File: src/rtl/alu_pkg.sv
// Shared definitions for the accumulator-ALU command sequencer.
//   - ALU opcode constants (add .. nxor)
//   - response status codes returned on rsp_err
//   - sequencer state encoding
//   - opcode legality and status classification helpers
package alu_pkg;

    localparam logic [4:0] OP_ADD  = 5'd1;
    localparam logic [4:0] OP_SUB  = 5'd2;
    localparam logic [4:0] OP_MULT = 5'd3;
    localparam logic [4:0] OP_DIV  = 5'd4;
    localparam logic [4:0] OP_SR   = 5'd5;
    localparam logic [4:0] OP_SL   = 5'd6;
    localparam logic [4:0] OP_AND  = 5'd7;
    localparam logic [4:0] OP_OR   = 5'd8;
    localparam logic [4:0] OP_XOR  = 5'd9;
    localparam logic [4:0] OP_NOT  = 5'd10;
    localparam logic [4:0] OP_NAND = 5'd11;
    localparam logic [4:0] OP_NOR  = 5'd12;
    localparam logic [4:0] OP_NXOR = 5'd13;

    localparam logic [1:0] ERR_OK   = 2'd0;
    localparam logic [1:0] ERR_OVF  = 2'd1;
    localparam logic [1:0] ERR_DIV0 = 2'd2;
    localparam logic [1:0] ERR_ILL  = 2'd3;

    typedef enum logic [2:0] {
        ST_CLEAR,
        ST_IDLE,
        ST_ISSUE,
        ST_WAIT,
        ST_RESP
    } state_t;

    function automatic logic op_legal(input logic [4:0] op);
        return (op >= OP_ADD) && (op <= OP_NXOR);
    endfunction

    // Overflow only means something for add/sub; the divide-by-zero flag is
    // reported for anything else that raises it.
    function automatic logic [1:0] classify_err(input logic [4:0] op,
                                                input logic       ovf,
                                                input logic       dbz);
        if (ovf && (op == OP_ADD || op == OP_SUB))
            return ERR_OVF;
        else if (dbz)
            return ERR_DIV0;
        else
            return ERR_OK;
    endfunction

endpackage

File: src/rtl/alu_sat_counter.sv
// Saturating up-counter used for the operation and error statistics.
// Ports:
//   clk   - system clock
//   rst   - asynchronous active-low reset (clears q)
//   clear - synchronous clear, wins over inc
//   inc   - count one event; holds at all-ones
//   q     - current count
module alu_sat_counter #(
    parameter int CNTW = 16
) (
    input  logic            clk,
    input  logic            rst,
    input  logic            clear,
    input  logic            inc,
    output logic [CNTW-1:0] q
);

    always_ff @(posedge clk or negedge rst) begin
        if (!rst)
            q <= '0;
        else if (clear)
            q <= '0;
        else if (inc && (q != '1))
            q <= q + 1'b1;
    end

endmodule

File: src/rtl/alu_cmd_sequencer.sv
// Issuing-side controller for the 16-bit accumulator ALU. Accepts one
// operation per request handshake, screens out illegal opcodes and divide by
// zero, drives the ALU for a fixed latency, captures the accumulator and
// flags, and returns them on a response handshake. One operation in flight.
// Ports:
//   clk, rst                 - clock, asynchronous active-low reset
//   req_valid/ready/op/a/b   - host request channel
//   rsp_valid/ready/data/err - host response channel (err: 0 ok, 1 ovf,
//                              2 div-by-zero, 3 illegal opcode)
//   alu_cmd/a/b/rst/noop     - registered drive to the ALU
//   alu_acc/overflow/divbyzero - ALU results
//   op_count, err_count      - saturating statistics
module alu_cmd_sequencer
    import alu_pkg::*;
#(
    parameter int N    = 16,
    parameter int LAT  = 2,
    parameter int CNTW = 16
) (
    input  logic            clk,
    input  logic            rst,
    input  logic            req_valid,
    output logic            req_ready,
    input  logic [4:0]      req_op,
    input  logic [N-1:0]    req_a,
    input  logic [N-1:0]    req_b,
    output logic            rsp_valid,
    input  logic            rsp_ready,
    output logic [2*N-1:0]  rsp_data,
    output logic [1:0]      rsp_err,
    output logic [4:0]      alu_cmd,
    output logic [N-1:0]    alu_a,
    output logic [N-1:0]    alu_b,
    output logic            alu_rst,
    output logic            alu_noop,
    input  logic [2*N-1:0]  alu_acc,
    input  logic            alu_overflow,
    input  logic            alu_divbyzero,
    output logic [CNTW-1:0] op_count,
    output logic [CNTW-1:0] err_count
);

    localparam logic [3:0] LAT_LOAD = 4'(LAT - 1);

    state_t         state, state_next;
    logic [4:0]     op_q;
    logic [N-1:0]   a_q, b_q;
    logic [3:0]     lat_cnt;
    logic           req_fire, rsp_fire;
    logic           reject_ill, reject_div0, lat_done;

    // Handshake readiness is decoded from the state register only, so the
    // request and response channels can never fire in the same cycle.
    assign req_ready   = (state == ST_IDLE);
    assign rsp_valid   = (state == ST_RESP);
    assign req_fire    = req_valid && req_ready;
    assign rsp_fire    = rsp_valid && rsp_ready;
    assign reject_ill  = !op_legal(req_op);
    assign reject_div0 = (req_op == OP_DIV) && (req_b == '0);
    assign lat_done    = (lat_cnt == 4'd0);

    always_comb begin
        state_next = state;
        case (state)
            ST_CLEAR: state_next = ST_IDLE;
            ST_IDLE:  if (req_fire)
                          state_next = (reject_ill || reject_div0) ? ST_RESP : ST_ISSUE;
            ST_ISSUE: state_next = ST_WAIT;
            ST_WAIT:  if (lat_done) state_next = ST_RESP;
            ST_RESP:  if (rsp_fire) state_next = ST_IDLE;
            default:  state_next = ST_CLEAR;
        endcase
    end

    always_ff @(posedge clk or negedge rst) begin
        if (!rst) begin
            state    <= ST_CLEAR;
            op_q     <= '0;
            a_q      <= '0;
            b_q      <= '0;
            lat_cnt  <= '0;
            rsp_data <= '0;
            rsp_err  <= ERR_OK;
            alu_cmd  <= '0;
            alu_a    <= '0;
            alu_b    <= '0;
            alu_rst  <= 1'b1;
            alu_noop <= 1'b1;
        end else begin
            state <= state_next;
            case (state)
                ST_CLEAR: alu_rst <= 1'b0;
                ST_IDLE: begin
                    if (req_fire) begin
                        op_q <= req_op;
                        a_q  <= req_a;
                        b_q  <= req_b;
                        // Rejected requests go straight to RESP, so their
                        // status is settled here and the ALU stays idle.
                        if (reject_ill) begin
                            rsp_err  <= ERR_ILL;
                            rsp_data <= '0;
                        end else if (reject_div0) begin
                            rsp_err  <= ERR_DIV0;
                            rsp_data <= '0;
                        end
                    end
                end
                ST_ISSUE: begin
                    alu_cmd  <= op_q;
                    alu_a    <= a_q;
                    alu_b    <= b_q;
                    alu_noop <= 1'b0;
                    lat_cnt  <= LAT_LOAD;
                end
                ST_WAIT: begin
                    if (lat_done) begin
                        rsp_data <= alu_acc;
                        rsp_err  <= classify_err(op_q, alu_overflow, alu_divbyzero);
                        alu_noop <= 1'b1;
                    end else begin
                        lat_cnt <= lat_cnt - 1'b1;
                    end
                end
                default: ;
            endcase
        end
    end

    alu_sat_counter #(.CNTW(CNTW)) u_op_count (
        .clk   (clk),
        .rst   (rst),
        .clear (state == ST_CLEAR),
        .inc   (rsp_fire),
        .q     (op_count)
    );

    alu_sat_counter #(.CNTW(CNTW)) u_err_count (
        .clk   (clk),
        .rst   (rst),
        .clear (state == ST_CLEAR),
        .inc   (rsp_fire && (rsp_err != ERR_OK)),
        .q     (err_count)
    );

endmodule
File: config.mk
export PLATFORM = sky130hd
export DESIGN_NAME = alu_cmd_sequencer
export DESIGN_NICKNAME = d
export VERILOG_FILES = /design/src/rtl/alu_pkg.sv /design/src/rtl/alu_sat_counter.sv /design/src/rtl/alu_cmd_sequencer.sv
export SDC_FILE = /design/constraint.sdc
export NUM_CORES = 1
export LEC_CHECK = 0
export ABC_AREA = 0
export CAP_MARGIN = 20
export CORE_ASPECT_RATIO = 0.9
export CORE_UTILIZATION = 25
export CTS_BUF_LIST = sky130_fd_sc_hd__clkbuf_4
export CTS_CLUSTER_SIZE = 28
export DETAILED_ROUTE_END_ITERATION = 7
export PLACE_DENSITY = 0.53
export SLEW_MARGIN = 25
export SYNTH_ARGS = -nofsm -noshare
export SYNTH_HDL_FRONTEND = slang
export SYNTH_SLANG_ARGS = --single-unit
File: constraint.sdc
create_clock -name clk -period 4.4 [get_ports clk]
set_input_delay 0.88 -clock clk [delete_from_list [all_inputs] [get_ports clk]]
set_output_delay 0.88 -clock clk [all_outputs]
set_load 0.01 [all_outputs]
== Yosys cells after proc, flatten, opt, wreduce, memory -nomap -nowiden ==
Index checks and enable logic that the tools add are counted.

* $add $sub $neg: 3
* Magnitude comparators: 2
* Equal/unequal tests: 14
* Multiplexer cells: 25
* Reductions and logical operators: 24

{| class="wikitable"
|+ Operator list
! operator !! count
|-
| 32-bit two-way mux || 4
|-
| 16-bit two-way mux || 4
|-
| 32-bit one-hot mux with 2 select lines || 1
|-
| 16-bit by 1-bit adder with 16-bit output, second input constant || 2
|-
| 16-bit inequality test, second input constant || 2
|-
| 16-bit zero test || 1
|-
| 3-bit one-hot mux with 5 select lines || 1
|-
| 2-bit two-way mux || 6
|-
| 3-bit two-way mux || 4
|-
| 2-bit nonzero test || 5
|-
| 1-bit logical AND || 8
|-
| 4-bit one-hot mux with 2 select lines || 1
|-
| 3-bit by 2-bit equality test with 1-bit output, second input constant || 2
|-
| 2-bit AND reduction || 3
|-
| 5-bit by 1-bit equality test with 1-bit output, second input constant || 1
|-
| 5-bit by 2-bit equality test with 1-bit output, second input constant || 1
|-
| 5-bit by 3-bit equality test with 1-bit output, second input constant || 1
|-
| 5-bit by 1-bit >= comparator with 1-bit output, second input constant || 1
|-
| 5-bit by 4-bit less-or-equal comparator with 1-bit output, second input constant || 1
|-
| 4-bit zero test || 1
|-
| 4-bit two-way mux || 1
|-
| 2-bit by 1-bit inequality test with 1-bit output, second input constant || 2
|-
| 2-bit inequality test, second input constant || 2
|-
| 2-bit one-hot mux with 2 select lines || 1
|-
| 11 further kinds || 12
|}

* Register bits: 149
* Input port bits: 75
* Output and inout bits: 107
* Logic and storage cells: 82

== Longest topological paths before layout ==
Gate-level depths: netlist (run 1).

* Depth in word-level cells: 7
* Depth in mapped cells: 7

== Modules after synthesis ==
Synthesis (run 1) repeated with hierarchy kept, for this count alone.

* Cell total of the unflattened synthesis: 574
* Area total of the unflattened synthesis: 6,879.1 sq um

{| class="wikitable"
|+ Modules (own cells, without submodules)
! module !! instances !! cells each !! area each (sq um) !! seq. area each (sq um)
|-
| alu_cmd_sequencer || 1 || 378 || 4,994.8 || 2,930.3
|-
| alu_sat_counter || 2 || 98 || 942.2 || 400.4
|}

== Worst setup path before layout (run 1) ==
No wires, ideal clock.

* Path kind: input to register
* From: input req_b[5]
* To: register rsp_data[0]
* Library setup time: 0.121 ns
* Data arrival time: 1.995 ns
* Required time: 4.279 ns
* Slack: 2.284 ns
* Cell stages on the path: 6
* Path through: nor4b_1 nand4_1 o211ai_1 o21ai_2 clkbuf_1 a22o_1

* Word-level cells in the longest chain between the ends: 4

{| class="wikitable"
|+ Ends and longest elaborated chain
! what !! RTL line !! RTL
|-
| from (decl) || alu_cmd_sequencer.sv:26 || <nowiki>input logic [N-1:0] req_b,</nowiki>
|-
| 16-bit zero test || alu_cmd_sequencer.sv:59 || <nowiki>assign reject_div0 = (req_op == OP_DIV) && (req_b == '0);</nowiki>
|-
| 1-bit logical AND || alu_cmd_sequencer.sv:59 ||
|-
| 3-bit inequality test (no source line) || n/a ||
|-
| 4-bit AND reduction (no source line) || n/a ||
|-
| to (signal assigned) || alu_cmd_sequencer.sv:118 || <nowiki>rsp_data <= alu_acc;</nowiki>
|-
| to (decl) || alu_cmd_sequencer.sv:29 || <nowiki>output logic [2*N-1:0] rsp_data,</nowiki>
|}

Every way passes these cells.
A chain may end at the register's enable or synchronous reset.

== Worst setup path after layout (run 1) ==
* From: register state[2]
* To: output req_ready

* Word-level cells in the longest chain between the ends: 1

{| class="wikitable"
|+ Ends and longest elaborated chain
! what !! RTL line !! RTL
|-
| from (decl) || alu_cmd_sequencer.sv:45 || <nowiki>state_t state, state_next;</nowiki>
|-
| from (signal assigned) || alu_cmd_sequencer.sv:90 || <nowiki>state <= state_next;</nowiki>
|-
| 3-bit by 1-bit equality test with 1-bit output || alu_cmd_sequencer.sv:54 || <nowiki>assign req_ready = (state == ST_IDLE);</nowiki>
|-
| to (decl) || alu_cmd_sequencer.sv:23 || <nowiki>output logic req_ready,</nowiki>
|}

Every way passes these cells.

==> results of run 1 <==
==> registers in the layout (all words and copies together) (netlist names) <==
signal         cells
alu_a             16
alu_b             16
rsp_err            2
a_q               16
alu_cmd            5
op_q               5
alu_rst            1
u_err_count.q     16
alu_noop           1
u_op_count.q      16
state              3
b_q               16
rsp_data          32
lat_cnt            4
==> logic make-up (layout without fill, tap and decap cells) <==
group                      count (synthesis)  count (layout)  synth area share (%)
other                                      0               1                     0
buffers and inverters                     27             225                 2.111
DFF                                      149             149                 59.94
adders and majority gates                  3               3                0.6031
xor gates and xnor gates                  27              27                 3.799
muxes                                     79              79                 14.21
AOI/OAI and AO/OA                         64              64                 7.960
and+or+nand+nor                          124             124                 11.38
==> power groups by stage <==
stage               Sequential (mW)  Combinational (mW)  Clock (mW)
floorplan                      2.32               0.950           0
global placement               2.26                2.03           0
detailed placement             2.28                2.06           0
CTS                            2.26                2.07       0.868
global route                   2.33                2.18       0.921
finish                         2.25                2.02       0.816
==> how the worst min path moves through the flow <==
stage / startpoint / to / slack (ns) / cells after the start
detailed placement: rsp_data[3] / rsp_data[3] / 0.49 / 1
global placement: alu_rst / alu_rst / 0.48 / 1
floorplan: lat_cnt[0] / lat_cnt[0] / 0.47 / 1
finish: rst / a_q[9] / 0.38 / 1
global route: rst / a_q[9] / 0.34 / 1
CTS: rst / alu_b[9] / 0.37 / 1
==> per-layer routing <==
layer / wire [um] / part of all wire (%)
met3: 1378 / 8.5
met5: 0 / 0
met1: 6679 / 41
met4: 167 / 1.0
met2: 7908 / 49
==> Yosys cell counts, types with 2 or more instances <==
cell type  instances
o21ai_0            6
nor2_1            35
buf_4              4
nand2_1           24
buf_2              6
xnor2_1           18
a311oi_1           3
clkbuf_1          10
or3_1              2
a21oi_1            7
xor2_1             9
nor3b_1            3
nor3_1             7
and2_1             2
nor4_1             9
ha_1               3
nand4_1            9
nand3b_1           2
mux2_2            75
and3_1             3
a211oi_1           2
mux2i_1            4
dfstp_2            2
nand3_1           10
inv_1              6
dfrtp_1          147
and4_1             5
o2111ai_1          2
nor4b_1            3
o211ai_1           5
a22o_1            32
==> per-stage QoR <==
| step | setup slack (ns) | total power [mW] |
|---|---|---|
| floorplan | 2.284 | 3.273 |
| global placement | 1.102 | 4.287 |
| detailed placement | 1.231 | 4.335 |
| CTS | 1.315 | 5.191 |
| global route | 1.235 | 5.436 |
| finish | 1.414 | 5.086 |
==> critical path, stage by stage (launching register included) <==
cell	delay [ns]
dfrtp_1	0.57
nor3b_1	0.37
clkdlybuf4s50_1	0.64
==> layout make-up <==
class | instances | area, um2 | share of cell area (%)
Sequential cell | 149 | 3731 | 43.19
Multi-Input combinational cell | 297 | 2374 | 27.48
Clock inverter | 14 | 130.1 | 1.506
Clock buffer | 17 | 127.6 | 1.477
Tap cell | 308 | 385.4 | 4.461
Inverter | 6 | 22.52 | 0.2607
Antenna cell | 1 | 2.502 | 0.02897
Timing Repair Buffer | 188 | 1866 | 21.60
==> metrics.md, run 1 <==
| Metric | Value |
|---|---|
| Status | `finished clean` |
| Layout Cells excl Fill | `980` |
| Die Y | `approximately 150 um` |
| Post-synthesis cell type count | `a little under 50` |
| TNS Setup | `0 ns` |
| Fillers | `about 2.4k` |
| Fin crit period | `about 3 ns` |
| Final period utilization | `67.85%` |
| Met3 GRT Util | `about 5.9%` |
| Layout cell share with drive strength beyond 1 | `a little under a fifth` |
| Area post-placement | `about 8400 um2` |
| Hpwl dp | `11480 um` |
| Clock latency on the worst-skew pair | `between 0.5 and 0.6 ns` |
| Sw Ratio | `approximately a third` |
| Int Pwr | `approximately 3.4 mW` |
| CTS root buf | `clkbuf_4` |
| Synth warn | `0` |
| Commonest register cell after synthesis | `dfrtp_1` |
| Worst-path clk slew | `about 0.13 ns` |
| Total die area | `roughly 26000 um2` |
| Clock sinks | `about 150` |
| Initial antenna violation count | `1` |
| Global Route Usage Sum | `between 10% and 20%` |
| Final #Nets | `roughly 740` |
| Setup crit end | `req_ready` |
| Max FO, Critical Path | `13` |
| Final ANT Viol Nets | `0` |
| GP Congestion | `0.7690` |
| Final Skew | `~0.016 ns` |
| DRC viols | `0` |
| Final instance area | `around 8600 um2` |
| Post-synth ARST share | `100.0%` |
| Worst Hold Slack | `roughly 0.38 ns` |
| Commonest non-fill, non-tap cells in the layout | `180 x clkdlybuf4s50_1, 147 x dfrtp_1, 75 x mux2_2` |
| Synthesized area per cell | `approximately 13 um2` |
| Seq pwr share | `between 40% and 50%` |
| Part of the power in combinational logic | `approximately 40%` |
| Final Hold Viols | `0` |
| Largest net degree at the start of global routing | `between 80 and 90` |
| CP startpoint | `state[2]` |
| Crit path kind | `reg -> out` |
| Placed Cells | `approximately 950` |
| WP data arrival | `between 2 and 2.5 ns` |
| Number of CTS-inserted buffers | `17` |
| Vias after detailed routing | `between 4k and 5k` |
| FF-to-FF End | `a_q[9]` |
| CTS resizes | `0` |
| # IOs | `between 150 and 200` |
| Postcts setup bufs | `0` |
| Setup Viol. Count Final | `0` |
| Iteration-0 DRC Markers | `234` |
| Final Core Density | `between 30% and 40%` |
| GRT met2 Usage | `about 22%` |
| Nature of the critical path endpoint | `output port` |
| Synth Net Count | `about 550` |
| Avg Vias per Cell | `around 4.6` |
| Synth area leader | `dfrtp_1` |
| Post-synthesis sequential area ratio | `59.94%` |
| Fmax | `around 330 MHz` |
| H-tree depth | `4` |
| First-pass GRT wire length | `roughly 26000 um` |
| Hold Path Class | `in -> async` |
| Final Slew Violations | `0` |
| Max cap viols | `0` |
| Initial core utilization | `25.59%` |
| CP startpoint kind | `register` |
| Top Usage Layer GRT | `met2` |
| Slew headroom | `between 40 and 50%` |
| Max IR drop VDD | `between 0.0003 and 0.0004 V` |
| M1 GR Usage | `about 15%` |
| PortBufs | `between 150 and 200` |
| FP Rows | `54` |
| Overflow after GRT | `0` |
| Post-synth EDFFs | `0` |
| Most common cell after layout, fill and taps aside | `clkdlybuf4s50_1` |
| Routed WL per cell | `around 16 um` |
| Synthesis-stage register bit count | `149` |
| R2r setup slk | `between 2 and 2.5 ns` |
| Mapped Cells | `approximately 470` |
| Final WL | `around 16000 um` |
| Core Area | `approximately 24000 um2` |
| Vias in the first global route | `between 4k and 5k` |
| CP Data Required Time | `3.52 ns` |
| PwrDens | `588.7 nW/um2` |
| Synth top area cells | `dfrtp_1 59%, mux2_2 14%, a22o_1 4.5%, xnor2_1 2.5%, nor2_1 2.1%` |
| Pleak | `3.571 nW` |
| RSZ-0062 raised after global routing | `false` |
| DR pass1 iterations | `4` |
| Mapped Area | `slightly above 6000 um2` |
| Reg2reg start | `state[2]` |
| Top-area cell type share of the netlist area | `between 50% and 60%` |
| Net load switching power | `roughly 1.7 mW` |
| Clock power frac | `16.0%` |
| Max clock buf depth | `2` |
| Die width | `approximately 170 um` |
| Worst-Margin Slew | `approximately 0.83 ns` |
| CTS tree | `yes` |
| Cts-stage hold buffer count | `0` |
| Worst r2r path cells | `4` |
| Area added between synthesis and finish | `38.77%` |
Note: power is estimated with default switching activity, not from simulation.
==> inputs of run 2 (changes only) <==
- PLACE_DENSITY: 0.53 -> 0.54
- clock period: 4.4 -> 2.5 ns (I/O delays scaled with it)
==> run 2 against run 1 <==
- critical path depth is 2 higher
- setup slack got worse by 1.3 ns
- register-to-register slack worse by 1.7 ns
- wire length grew 0.49%
- die area did not move
- hold slack better by 0.072 ns
- clock skew is 0.013 ns higher
- combinational power up 82%
- sequential cell count did not move
==> metrics.md, run 2 (same netlist as run 1, synthesis figures left out) <==
| Metric | Value |
|---|---|
| Max IR drop VDD | `0.0004771 V` |
| Clock sinks | `between 100 and 150` |
| Worst path max stage delay | `~0.58 ns` |
| Number of CTS-inserted buffers | `17` |
| Fmax | `about 430 MHz` |
| Sequential Area | `3732 um2` |
| CTS tree | `yes` |
| Worst-path clk slew | `0.13 ns` |
| Seq pwr share | `a little over two fifths` |
| Clock power frac | `15.8%` |
| Max clock buf depth | `2` |
| Slew headroom | `between 50% and 60%` |
| PortBufs | `181` |
| Global Route Usage Sum | `13.21%` |
| Layout cell share with drive strength beyond 1 | `approximately 20%` |
| Routed WL per cell | `about 16 um` |
| Status | `finished clean` |
| # IOs | `182` |
| Final period utilization | `93.87%` |
| Final Slew Violations | `0` |
| Layout Cells excl Fill | `a little under 1k` |
| Worst-Margin Slew | `0.6028 ns` |
| Hpwl dp | `around 12000 um` |
| Overflow after GRT | `0` |
| PwrDens | `a little over 1000 nW/um2` |
| Multi-input logic area | `between 2000 and 2500 um2` |
| Core Area | `about 24000 um2` |
| Chain of cells forming the critical path | `nor2_1 -> nand2_1 -> inv_1 -> clkdlybuf4s50_1` |
| Worst r2r path cells | `7` |
| Final ANT Viol Nets | `0` |
| CP Data Required Time | `about 2.0 ns` |
| Avg Vias per Cell | `approximately 4.6` |
| Max reg flops | `32` |
| Placed Cells | `approximately 960` |
| Fin crit period | `between 2 and 2.5 ns` |
| Final Skew | `~0.029 ns` |
| CP startpoint | `state[1]` |
| Commonest non-fill, non-tap cells in the layout | `179 x clkdlybuf4s50_1, 146 x dfrtp_1, 75 x mux2_2` |
| Die width | `between 150 and 200 um` |
| H-tree depth | `4` |
| Top reg by flops | `rsp_data` |
| Final WL | `16210 um` |
| Part of the power in combinational logic | `roughly 41%` |
| R2r setup slk | `between 0.4 and 0.5 ns` |
| Vias after detailed routing | `4563` |
| Worst-path cell with the longest stage delay | `clkdlybuf4s50_1` |
| GP Congestion | `0.7854` |
| Clock latency on the worst-skew pair | `roughly 0.54 ns` |
| Sw Ratio | `about a third` |
| FF-to-FF End | `u_err_count.q[2]` |
| Initial core utilization | `~26%` |
| Die Y | `151.7 um` |
| Total die area | `around 26000 um2` |
| Net load switching power | `roughly 3.0 mW` |
| Final Hold Viols | `0` |
| First-pass GRT wire length | `26030 um` |
| Final #Nets | `approximately 750` |
| RSZ-0062 raised after global routing | `false` |
| DRC viols | `0` |
| Vias in the first global route | `between 4k and 5k` |
| TNS Setup | `0 ns` |
| DR pass1 iterations | `4` |
| CP startpoint kind | `register` |
| Most common cell after layout, fill and taps aside | `clkdlybuf4s50_1` |
| Reg2reg start | `u_err_count.q[0]` |
| Pleak | `3.658 nW` |
| Setup Viol. Count Final | `0` |
| Initial antenna violation count | `0` |
| Max cap viols | `0` |
| Largest net degree at the start of global routing | `between 40 and 50` |
| Hold Path Class | `in -> async` |
| CTS root buf | `clkbuf_4` |
| Int Pwr | `slightly above 6 mW` |
| Diodes inserted | `0` |
| Crit path kind | `reg -> out` |
| WP data arrival | `~1.9 ns` |
| Iteration-0 DRC Markers | `168` |
| Fillers | `2374` |
| Max FO, Critical Path | `12` |
| Nature of the critical path endpoint | `output port` |
| Pwr Total | `around 9 mW` |
| Area added between synthesis and finish | `40.88%` |
| Setup crit end | `rsp_valid` |
| FP Rows | `54` |
==> run 2: cell types whose count changed in the layout (fill, tap and decap cells not counted), moves of 2 or more <==
cell,previous run,this run
buf_12,0,3
buf_4,7,15
clkbuf_4,17,20
clkinv_2,1,3
inv_6,4,2
==> run 2: how the worst min path moves through the flow <==
stage / startpoint / endpoint / slack (ns)
after floorplan: rst / a_q[0] / 0.20
after global placement: rst / alu_a[8] / 0.46
after detailed placement: rst / alu_a[12] / 0.48
after CTS: rst / b_q[10] / 0.40
after global routing: rst / alu_a[12] / 0.41
final: rst / alu_a[12] / 0.46
==> run 2: worst max-delay path, delay by kind of cell (launching register included) <==
family	cells	cell delay, ns
buf+inv	2	0.64
flops	1	0.51
simple gates	2	0.18
==> run 2: power by group through the flow <==
stage | logic, mW | registers, mW | clock network, mW
final | 3.68 | 3.92 | 1.42
after global placement | 3.67 | 3.93 | 0
after detailed placement | 3.74 | 3.96 | 0
after floorplan | 1.67 | 4.09 | 0
after CTS | 3.75 | 3.94 | 1.51
after global routing | 3.98 | 4.07 | 1.61
==> run 2: final cells by class <==
class	instances	area share (%)
inverters	6	0.2568
multi-input cells	297	27.12
flip-flops and latches	149	42.56
clock buffers	20	1.712
clock inverters	12	1.213
repair buffers	200	22.74
well taps	308	4.394
==> run 2: through the flow <==
step	util, %	hold WS [ns]	area, um2	setup WS (ns)
after floorplan	-	0.2044	6225	0.5072
after global placement	34.94	0.4631	8498	-0.03731
final	36.05	0.4552	8770	0.1533
after detailed placement	34.94	0.4797	8498	-0.1407
after CTS	36.05	0.4016	8770	0.05188
after global routing	36.05	0.4090	8770	0.01977
==> run 2: routing by layer <==
layer	track usage (%)	vias to the layer above	share of wire [%]
met1	16.03	2291	43
met4	4.227	0	1.1
met5	0	-	0
met2	21.72	126	49
li1	-	2130	-
met3	4.961	16	7.2
==> run 2: what timing repair did <==
item / 4_1_cts / 5_1_grt
setup endpoints to repair: 1 / 0
hold endpoints to repair: 45 / 0
buffers inserted: 0 / 0
hold buffers: 1 / 0
gates resized for setup: 3 / 0
